### src/rtl/regfile_pkg.sv
// Shared types and helpers for the multiport register file.
package regfile_pkg;

   typedef enum logic {
      IDLE  = 1'b0,
      CLEAR = 1'b1
   } state_t;

   localparam int DEF_DATA_W = 8;
   localparam int DEF_ADDR_W = 3;

   // Even parity bit; zero-extension of narrower data leaves the result unchanged.
   function automatic logic even_parity(input logic [63:0] d);
      return ^d;
   endfunction

endpackage

### src/rtl/regfile_multiport_if.sv
// Bus bundle for the multiport register file: write port, two read ports, clear and parity status.
interface regfile_multiport_if #(
   parameter int DATA_W = 8,
   parameter int ADDR_W = 3
) ();
   logic              wr_en;
   logic [ADDR_W-1:0] wr_addr;
   logic [DATA_W-1:0] wr_data;
   logic              err_inject;
   logic [ADDR_W-1:0] rd_addr_a;
   logic [DATA_W-1:0] rd_data_a;
   logic              par_err_a;
   logic [ADDR_W-1:0] rd_addr_b;
   logic [DATA_W-1:0] rd_data_b;
   logic              par_err_b;
   logic              clr_req;
   logic              busy;

   modport master (
      output wr_en, wr_addr, wr_data, err_inject, rd_addr_a, rd_addr_b, clr_req,
      input  rd_data_a, par_err_a, rd_data_b, par_err_b, busy
   );

   modport slave (
      input  wr_en, wr_addr, wr_data, err_inject, rd_addr_a, rd_addr_b, clr_req,
      output rd_data_a, par_err_a, rd_data_b, par_err_b, busy
   );
endinterface

### src/rtl/regfile_read_port.sv
// One registered read port: bypass, zero-register and clear masking, optional parity check.
// Parity checking is compiled in when REGFILE_PARITY_EN is defined.
module regfile_read_port
   import regfile_pkg::*;
#(
   parameter int DATA_W  = DEF_DATA_W,
   parameter int ADDR_W  = DEF_ADDR_W,
   parameter bit ZERO_R0 = 1'b1
) (
   input  logic              clk,
   input  logic              reset,
   input  logic [ADDR_W-1:0] rd_addr,
   input  logic [DATA_W-1:0] mem_data,
   input  logic              mem_par,
   input  logic              wr_accept,
   input  logic [ADDR_W-1:0] wr_addr,
   input  logic [DATA_W-1:0] wr_data,
   input  logic              clearing,
   output logic [DATA_W-1:0] rd_data,
   output logic              par_err
);
   logic [DATA_W-1:0] rd_data_reg, rd_data_next;
   logic              par_err_reg, par_err_next;
   logic              zero_hit, bypass_hit;

   assign zero_hit   = ZERO_R0 && (rd_addr == '0);
   // wr_accept already excludes clear requests and writes to a hardwired zero register
   assign bypass_hit = wr_accept && (wr_addr == rd_addr);

   always_comb begin
      rd_data_next = mem_data;
      par_err_next = 1'b0;
      if (clearing || zero_hit) begin
         rd_data_next = '0;
      end else if (bypass_hit) begin
         rd_data_next = wr_data;
      end
`ifdef REGFILE_PARITY_EN
      else begin
         par_err_next = (even_parity(64'(mem_data)) != mem_par);
      end
`endif
   end

`ifndef REGFILE_PARITY_EN
   logic unused_par;
   assign unused_par = mem_par;
`endif

   always_ff @(posedge clk or posedge reset) begin
      if (reset) begin
         rd_data_reg <= '0;
         par_err_reg <= 1'b0;
      end else begin
         rd_data_reg <= rd_data_next;
         par_err_reg <= par_err_next;
      end
   end

   assign rd_data = rd_data_reg;
   assign par_err = par_err_reg;

endmodule

### src/rtl/regfile_multiport.sv
// Multiport register file: one write port, two registered read ports, multi-cycle bulk clear.
// Optional per-register parity protection is enabled by defining REGFILE_PARITY_EN.
module regfile_multiport
   import regfile_pkg::*;
#(
   parameter int DATA_W  = DEF_DATA_W,
   parameter int ADDR_W  = DEF_ADDR_W,
   parameter bit ZERO_R0 = 1'b1
) (
   input  logic               clk,
   input  logic               reset,
   regfile_multiport_if.slave bus
);
   localparam int DEPTH = 1 << ADDR_W;

   state_t                       state_reg, state_next;
   logic [ADDR_W-1:0]            ptr_reg, ptr_next;
   logic [DEPTH-1:0][DATA_W-1:0] mem_reg;
   logic [DEPTH-1:0]             par_reg;
   logic [DEPTH-1:0]             wr_sel, clr_sel;
   logic                         clearing, wr_accept;

   assign clearing  = (state_reg == CLEAR);
   // A clear request in the same cycle takes priority and drops the write
   assign wr_accept = bus.wr_en && !clearing && !bus.clr_req &&
                      !(ZERO_R0 && (bus.wr_addr == '0));
   assign bus.busy  = clearing;

   always_ff @(posedge clk or posedge reset) begin
      if (reset) begin
         state_reg <= IDLE;
         ptr_reg   <= '0;
      end else begin
         state_reg <= state_next;
         ptr_reg   <= ptr_next;
      end
   end

   always_comb begin
      state_next = state_reg;
      ptr_next   = ptr_reg;
      case (state_reg)
         IDLE: begin
            if (bus.clr_req) begin
               state_next = CLEAR;
               ptr_next   = '0;
            end
         end
         CLEAR: begin
            if (ptr_reg == ADDR_W'(DEPTH - 1)) begin
               state_next = IDLE;
               ptr_next   = '0;
            end else begin
               ptr_next = ptr_reg + ADDR_W'(1);
            end
         end
         default: state_next = IDLE;
      endcase
   end

   genvar gi;
   for (gi = 0; gi < DEPTH; gi++) begin : g_sel
      assign wr_sel[gi]  = wr_accept && (bus.wr_addr == ADDR_W'(gi));
      assign clr_sel[gi] = clearing && (ptr_reg == ADDR_W'(gi));
   end

   always_ff @(posedge clk or posedge reset) begin
      if (reset) begin
         mem_reg <= '0;
      end else begin
         for (int i = 0; i < DEPTH; i++) begin
            if (clr_sel[i]) begin
               mem_reg[i] <= '0;
            end else if (wr_sel[i]) begin
               mem_reg[i] <= bus.wr_data;
            end
         end
      end
   end

`ifdef REGFILE_PARITY_EN
   logic wr_par;
   assign wr_par = even_parity(64'(bus.wr_data)) ^ bus.err_inject;

   always_ff @(posedge clk or posedge reset) begin
      if (reset) begin
         par_reg <= '0;
      end else begin
         for (int i = 0; i < DEPTH; i++) begin
            if (clr_sel[i]) begin
               par_reg[i] <= 1'b0;
            end else if (wr_sel[i]) begin
               par_reg[i] <= wr_par;
            end
         end
      end
   end
`else
   logic unused_inject;
   assign unused_inject = bus.err_inject;
   assign par_reg       = '0;
`endif

   regfile_read_port #(
      .DATA_W (DATA_W),
      .ADDR_W (ADDR_W),
      .ZERO_R0(ZERO_R0)
   ) u_port_a (
      .clk      (clk),
      .reset    (reset),
      .rd_addr  (bus.rd_addr_a),
      .mem_data (mem_reg[bus.rd_addr_a]),
      .mem_par  (par_reg[bus.rd_addr_a]),
      .wr_accept(wr_accept),
      .wr_addr  (bus.wr_addr),
      .wr_data  (bus.wr_data),
      .clearing (clearing),
      .rd_data  (bus.rd_data_a),
      .par_err  (bus.par_err_a)
   );

   regfile_read_port #(
      .DATA_W (DATA_W),
      .ADDR_W (ADDR_W),
      .ZERO_R0(ZERO_R0)
   ) u_port_b (
      .clk      (clk),
      .reset    (reset),
      .rd_addr  (bus.rd_addr_b),
      .mem_data (mem_reg[bus.rd_addr_b]),
      .mem_par  (par_reg[bus.rd_addr_b]),
      .wr_accept(wr_accept),
      .wr_addr  (bus.wr_addr),
      .wr_data  (bus.wr_data),
      .clearing (clearing),
      .rd_data  (bus.rd_data_b),
      .par_err  (bus.par_err_b)
   );

endmodule

### src/flat_wrapper.sv
// flat-port wrapper written by rule: the top's interface ports become plain ports
module regfile_multiport_flat import regfile_pkg::*;
#(
   parameter int DATA_W  = DEF_DATA_W,
   parameter int ADDR_W  = DEF_ADDR_W,
   parameter bit ZERO_R0 = 1'b1
)
  (clk, reset, bus_wr_en, bus_wr_addr, bus_wr_data, bus_err_inject, bus_rd_addr_a, bus_rd_addr_b, bus_clr_req, bus_rd_data_a, bus_par_err_a, bus_rd_data_b, bus_par_err_b, bus_busy);
  regfile_multiport_if #(.DATA_W(DATA_W), .ADDR_W(ADDR_W)) bus_i ();
  input  logic clk;
  input  logic reset;
  input wire logic [$bits(bus_i.wr_en)-1:0] bus_wr_en;
  input wire logic [$bits(bus_i.wr_addr)-1:0] bus_wr_addr;
  input wire logic [$bits(bus_i.wr_data)-1:0] bus_wr_data;
  input wire logic [$bits(bus_i.err_inject)-1:0] bus_err_inject;
  input wire logic [$bits(bus_i.rd_addr_a)-1:0] bus_rd_addr_a;
  input wire logic [$bits(bus_i.rd_addr_b)-1:0] bus_rd_addr_b;
  input wire logic [$bits(bus_i.clr_req)-1:0] bus_clr_req;
  output wire logic [$bits(bus_i.rd_data_a)-1:0] bus_rd_data_a;
  output wire logic [$bits(bus_i.par_err_a)-1:0] bus_par_err_a;
  output wire logic [$bits(bus_i.rd_data_b)-1:0] bus_rd_data_b;
  output wire logic [$bits(bus_i.par_err_b)-1:0] bus_par_err_b;
  output wire logic [$bits(bus_i.busy)-1:0] bus_busy;
  assign bus_i.wr_en = bus_wr_en;
  assign bus_i.wr_addr = bus_wr_addr;
  assign bus_i.wr_data = bus_wr_data;
  assign bus_i.err_inject = bus_err_inject;
  assign bus_i.rd_addr_a = bus_rd_addr_a;
  assign bus_i.rd_addr_b = bus_rd_addr_b;
  assign bus_i.clr_req = bus_clr_req;
  assign bus_rd_data_a = bus_i.rd_data_a;
  assign bus_par_err_a = bus_i.par_err_a;
  assign bus_rd_data_b = bus_i.rd_data_b;
  assign bus_par_err_b = bus_i.par_err_b;
  assign bus_busy = bus_i.busy;
  regfile_multiport #(.DATA_W(DATA_W), .ADDR_W(ADDR_W), .ZERO_R0(ZERO_R0)) u_core (.clk(clk), .reset(reset), .bus(bus_i));
endmodule
### config.mk
export PLATFORM = sky130hd
export DESIGN_NAME = regfile_multiport_flat
export DESIGN_NICKNAME = d
export VERILOG_FILES = /design/src/rtl/regfile_pkg.sv /design/src/rtl/regfile_multiport_if.sv /design/src/rtl/regfile_read_port.sv /design/src/rtl/regfile_multiport.sv /design/src/flat_wrapper.sv
export SDC_FILE = /design/constraint.sdc
export NUM_CORES = 1
export LEC_CHECK = 0
export ABC_CLOCK_PERIOD_IN_PS = 7440
export BUFFER_PORTS_ARGS = -buffer_cell sky130_fd_sc_hd__buf_2
export CAP_MARGIN = 40
export CORE_ASPECT_RATIO = 0.5
export CORE_MARGIN = 4
export CORE_UTILIZATION = 25
export CTS_BUF_LIST = sky130_fd_sc_hd__clkbuf_8 sky130_fd_sc_hd__clkbuf_16
export CTS_CLUSTER_DIAMETER = 30
export DETAILED_ROUTE_END_ITERATION = 16
export GPL_ROUTABILITY_DRIVEN = 0
export HOLD_SLACK_MARGIN = 0.05
export PLACE_DENSITY_LB_ADDON = 0.25
export REMOVE_ABC_BUFFERS = 1
export SETUP_SLACK_MARGIN = 0.3
export SYNTH_ARGS = -nofsm -noshare
export SYNTH_HDL_FRONTEND = slang
export SYNTH_SLANG_ARGS = --single-unit
### constraint.sdc
create_clock -name clk -period 7.44 [get_ports clk]
set_input_delay 1.488 -clock clk [delete_from_list [all_inputs] [get_ports clk]]
set_output_delay 1.488 -clock clk [all_outputs]
set_load 0.02 [all_outputs]
==> metrics <==
Post-DP HPWL 8.725 mm; CP Class primary input to flop; Post-Syn Instances 383; total CTS buffers 9; DRC viols 0; Slew headroom 42.78%; CP required 7620 ps; num ports 41; first-pass GRT wire length 21.02 mm; First DRT Iteration DRCs 195; R2R Path End u_core.mem_reg[30]$_DFFE_PP0P_; cell area after synthesis 4726 um^2; Root Buffer clkbuf_16; min-delay src u_core.mem_reg[4]$_DFFE_PP0P_; layout cells sized above 1 25.69%; Worst-Margin Slew 855.8 ps; Yosys reg bits 84; vias in the first global route 3278; Seq/Total Area, Yosys 44.48%; Worst-path clk slew 60 ps; critical-path cell list buf_2, or3b_1, a211o_1, a2111oi_0, a211oi_1; asr flop ratio synth 100.0%; hold endpoint u_core.mem_reg[4]$_DFFE_PP0P_; number of synthesized flops with an enable pin 0; Synth top area share 44.48%; Ys Warns 0; largest family of logic cells by synthesized area multiplexers; vias 3112; slowest stage delay, CP 630 ps; FF-to-FF Start u_core.bus.busy$_DFF_PP0_; all-layer global routing usage 13.20%; XOR/XNOR Fraction of Synth Area 0.7413%; CTS tree built; Crit-path slowest cell a2111oi_0; antenna cells 0; clk_lat worst skew 340 ps; register-to-register setup slack 4860 ps; Max Buffers Root-to-Sink 2; effective utilization at floorplan 25.57%; commonest cells in the netlist dfrtp_1, mux2i_1, nor2_1; Cell variety after synth 43; per-cell routed wire length 21.08 um; routed wire length 13.91 mm; Yosys top cell by area dfrtp_1; post-synthesis adder-cell area fraction 1.589%; Post-CTS Setup Bufs 0; Die Area 21300 um^2; PwrDens 271.9 nW/um^2; grt ovf 0; Worst setup EP type flop; synth top area cells dfrtp_1, mux2i_1, mux4_2, nor2_1, a211oi_2; max-slew violations 0; MaxCap Viol Count 0; fmax 303.2 MHz; Leakage 2.644 nW; initial antenna violation count 1; Synth-to-Final Area Change 13.87%; most common cell in the netlist dfrtp_1; port buffer count 37; max reg flops 64; post-synthesis mux area share 30.50%; syn avg cell area 12.34 um^2; final setup fails 0; total power 0.001463 W; Buf+Inv Stages, Crit Path 1; Startpoint Class primary input; CP max FO 20; Arr. time, crit path 3480 ps; FP Rows 35; top_reg_cell synth dfrtp_1; drt first pass iters 4; outcome complete, no violations; Tmin final 3298 ps; CTS H-tree depth 3; largest net degree at the start of global routing 48; R2R cell count 4; die extent in x 202.4 um; via/cell ratio 4.715; unrepaired setup endpoints after global routing no; Worst Hold Depth 1; CP top delay family compound AO/OA/AOI/OAI gates; crit share post-route 44.33%; Core ar. 18480 um^2; Worst VDD drop 0.1063 mV; post-layout net count 424; setup_tns 0 ps; crit path launch bus_rd_addr_b[0]; post-CTS sizing 0; post-synthesis simple-gate area fraction 10.93%; worst min path class flop to flop; Final Skew 5.512 ps; Hold-fix buffers, CTS 0; clk sinks 84; die height 105.2 um; Final Hold Vio Count 0; Layout fillers 1917; Synth Area in Compound Gates 7.069%; Antenna Nets Post-Route 0
-- worst register-to-register path: stages, from the launching register on --
cell and delay, ps:
dfrtp_1 570, or3b_2 730, or4_1 800, mux2i_1 280, nor2_1 60
-- worst max-delay path by stage --
stage | to | slack (ps) | depth (start not counted)
floorplan | u_core.bus.busy$_DFF_PP0_ | 3790 | 1
global placement | u_core.u_port_b.rd_data[2]$_DFF_PP0_ | 3730 | 5
detailed placement | u_core.u_port_b.rd_data[2]$_DFF_PP0_ | 3770 | 5
CTS | u_core.u_port_b.rd_data[2]$_DFF_PP0_ | 4120 | 5
global route | u_core.u_port_b.rd_data[2]$_DFF_PP0_ | 4010 | 5
finish | u_core.u_port_b.rd_data[4]$_DFF_PP0_ | 4140 | 5
-- placed cells by master, fill, tap and decap left out, drive strengths merged, types with 2 or more instances in the layout --
| cell type | synthesis | final |
|---|---|---|
| a2111oi | 8 | 8 |
| a211o | 2 | 2 |
| a211oi | 16 | 16 |
| a21oi | 8 | 8 |
| and2 | 13 | 13 |
| and3 | 3 | 3 |
| buf | 23 | 39 |
| clkbuf | 15 | 12 |
| clkinv | 0 | 3 |
| conb | 1 | 2 |
| dfrtp | 84 | 84 |
| ha | 6 | 6 |
| inv | 7 | 7 |
| mux2i | 72 | 72 |
| mux4 | 32 | 32 |
| nand2 | 5 | 5 |
| nand2b | 2 | 2 |
| nand4 | 2 | 2 |
| nor2 | 56 | 56 |
| nor3 | 4 | 4 |
| o21ai | 2 | 2 |
| or2 | 2 | 2 |
| or3b | 3 | 3 |
| or4 | 3 | 3 |
| xnor2 | 2 | 2 |
| xor2 | 2 | 2 |
-- cells by family after synthesis --
| family | Yosys count |
|---|---|
| and+or+nand+nor | 100 |
| AOI/OAI and AO/OA | 39 |
| xor gates and xnor gates | 4 |
| muxes | 104 |
| buffers and inverters | 45 |
| adders and majority gates | 6 |
| other | 1 |
| DFF | 84 |
-- final cells by class --
cell class	count	area, um^2	share of cell area [%]
Sequential cell	84	2102	39.06
Tap cell	259	324.1	6.022
Clock buffer	12	266.5	4.952
Timing Repair Buffer	39	203.9	3.790
Clock inverter	4	47.55	0.8835
Inverter	7	27.53	0.5115
Multi-Input combinational cell	255	2410	44.78
-- stage by stage --
step           instance area, um^2  hold WS [ps]  util, %  worst slack, ps  std cells
2_1_floorplan                 4538         466.6        -             3787        346
3_3_place_gp                  5056         490.2    27.36             3731        643
3_5_place_dp                  5067         488.4    27.42             3767        644
4_1_cts                       5381         509.7    29.12             4115        660
5_1_grt                       5381         537.4    29.12             4014        660
6_report                      5381         510.1    29.12             4142        660
-- routing by layer --
layer	part of all wire, %	vias to the layer above	track usage, %
li1	-	1421	-
met1	43	1574	18.20
met2	46	98	20.95
met3	8.7	17	2.828
met4	1.6	2	4.163
met5	0.14	-	0
-- report_power, final --
part	switching, W	leakage [nW]	internal, W	total (W)
Sequential	0.0000741	1.15	0.000547	0.000621
Combinational	0.000221	1.33	0.000152	0.000372
Clock	0.000183	0.160	0.000286	0.000470
(Power assumes the default switching activity.)
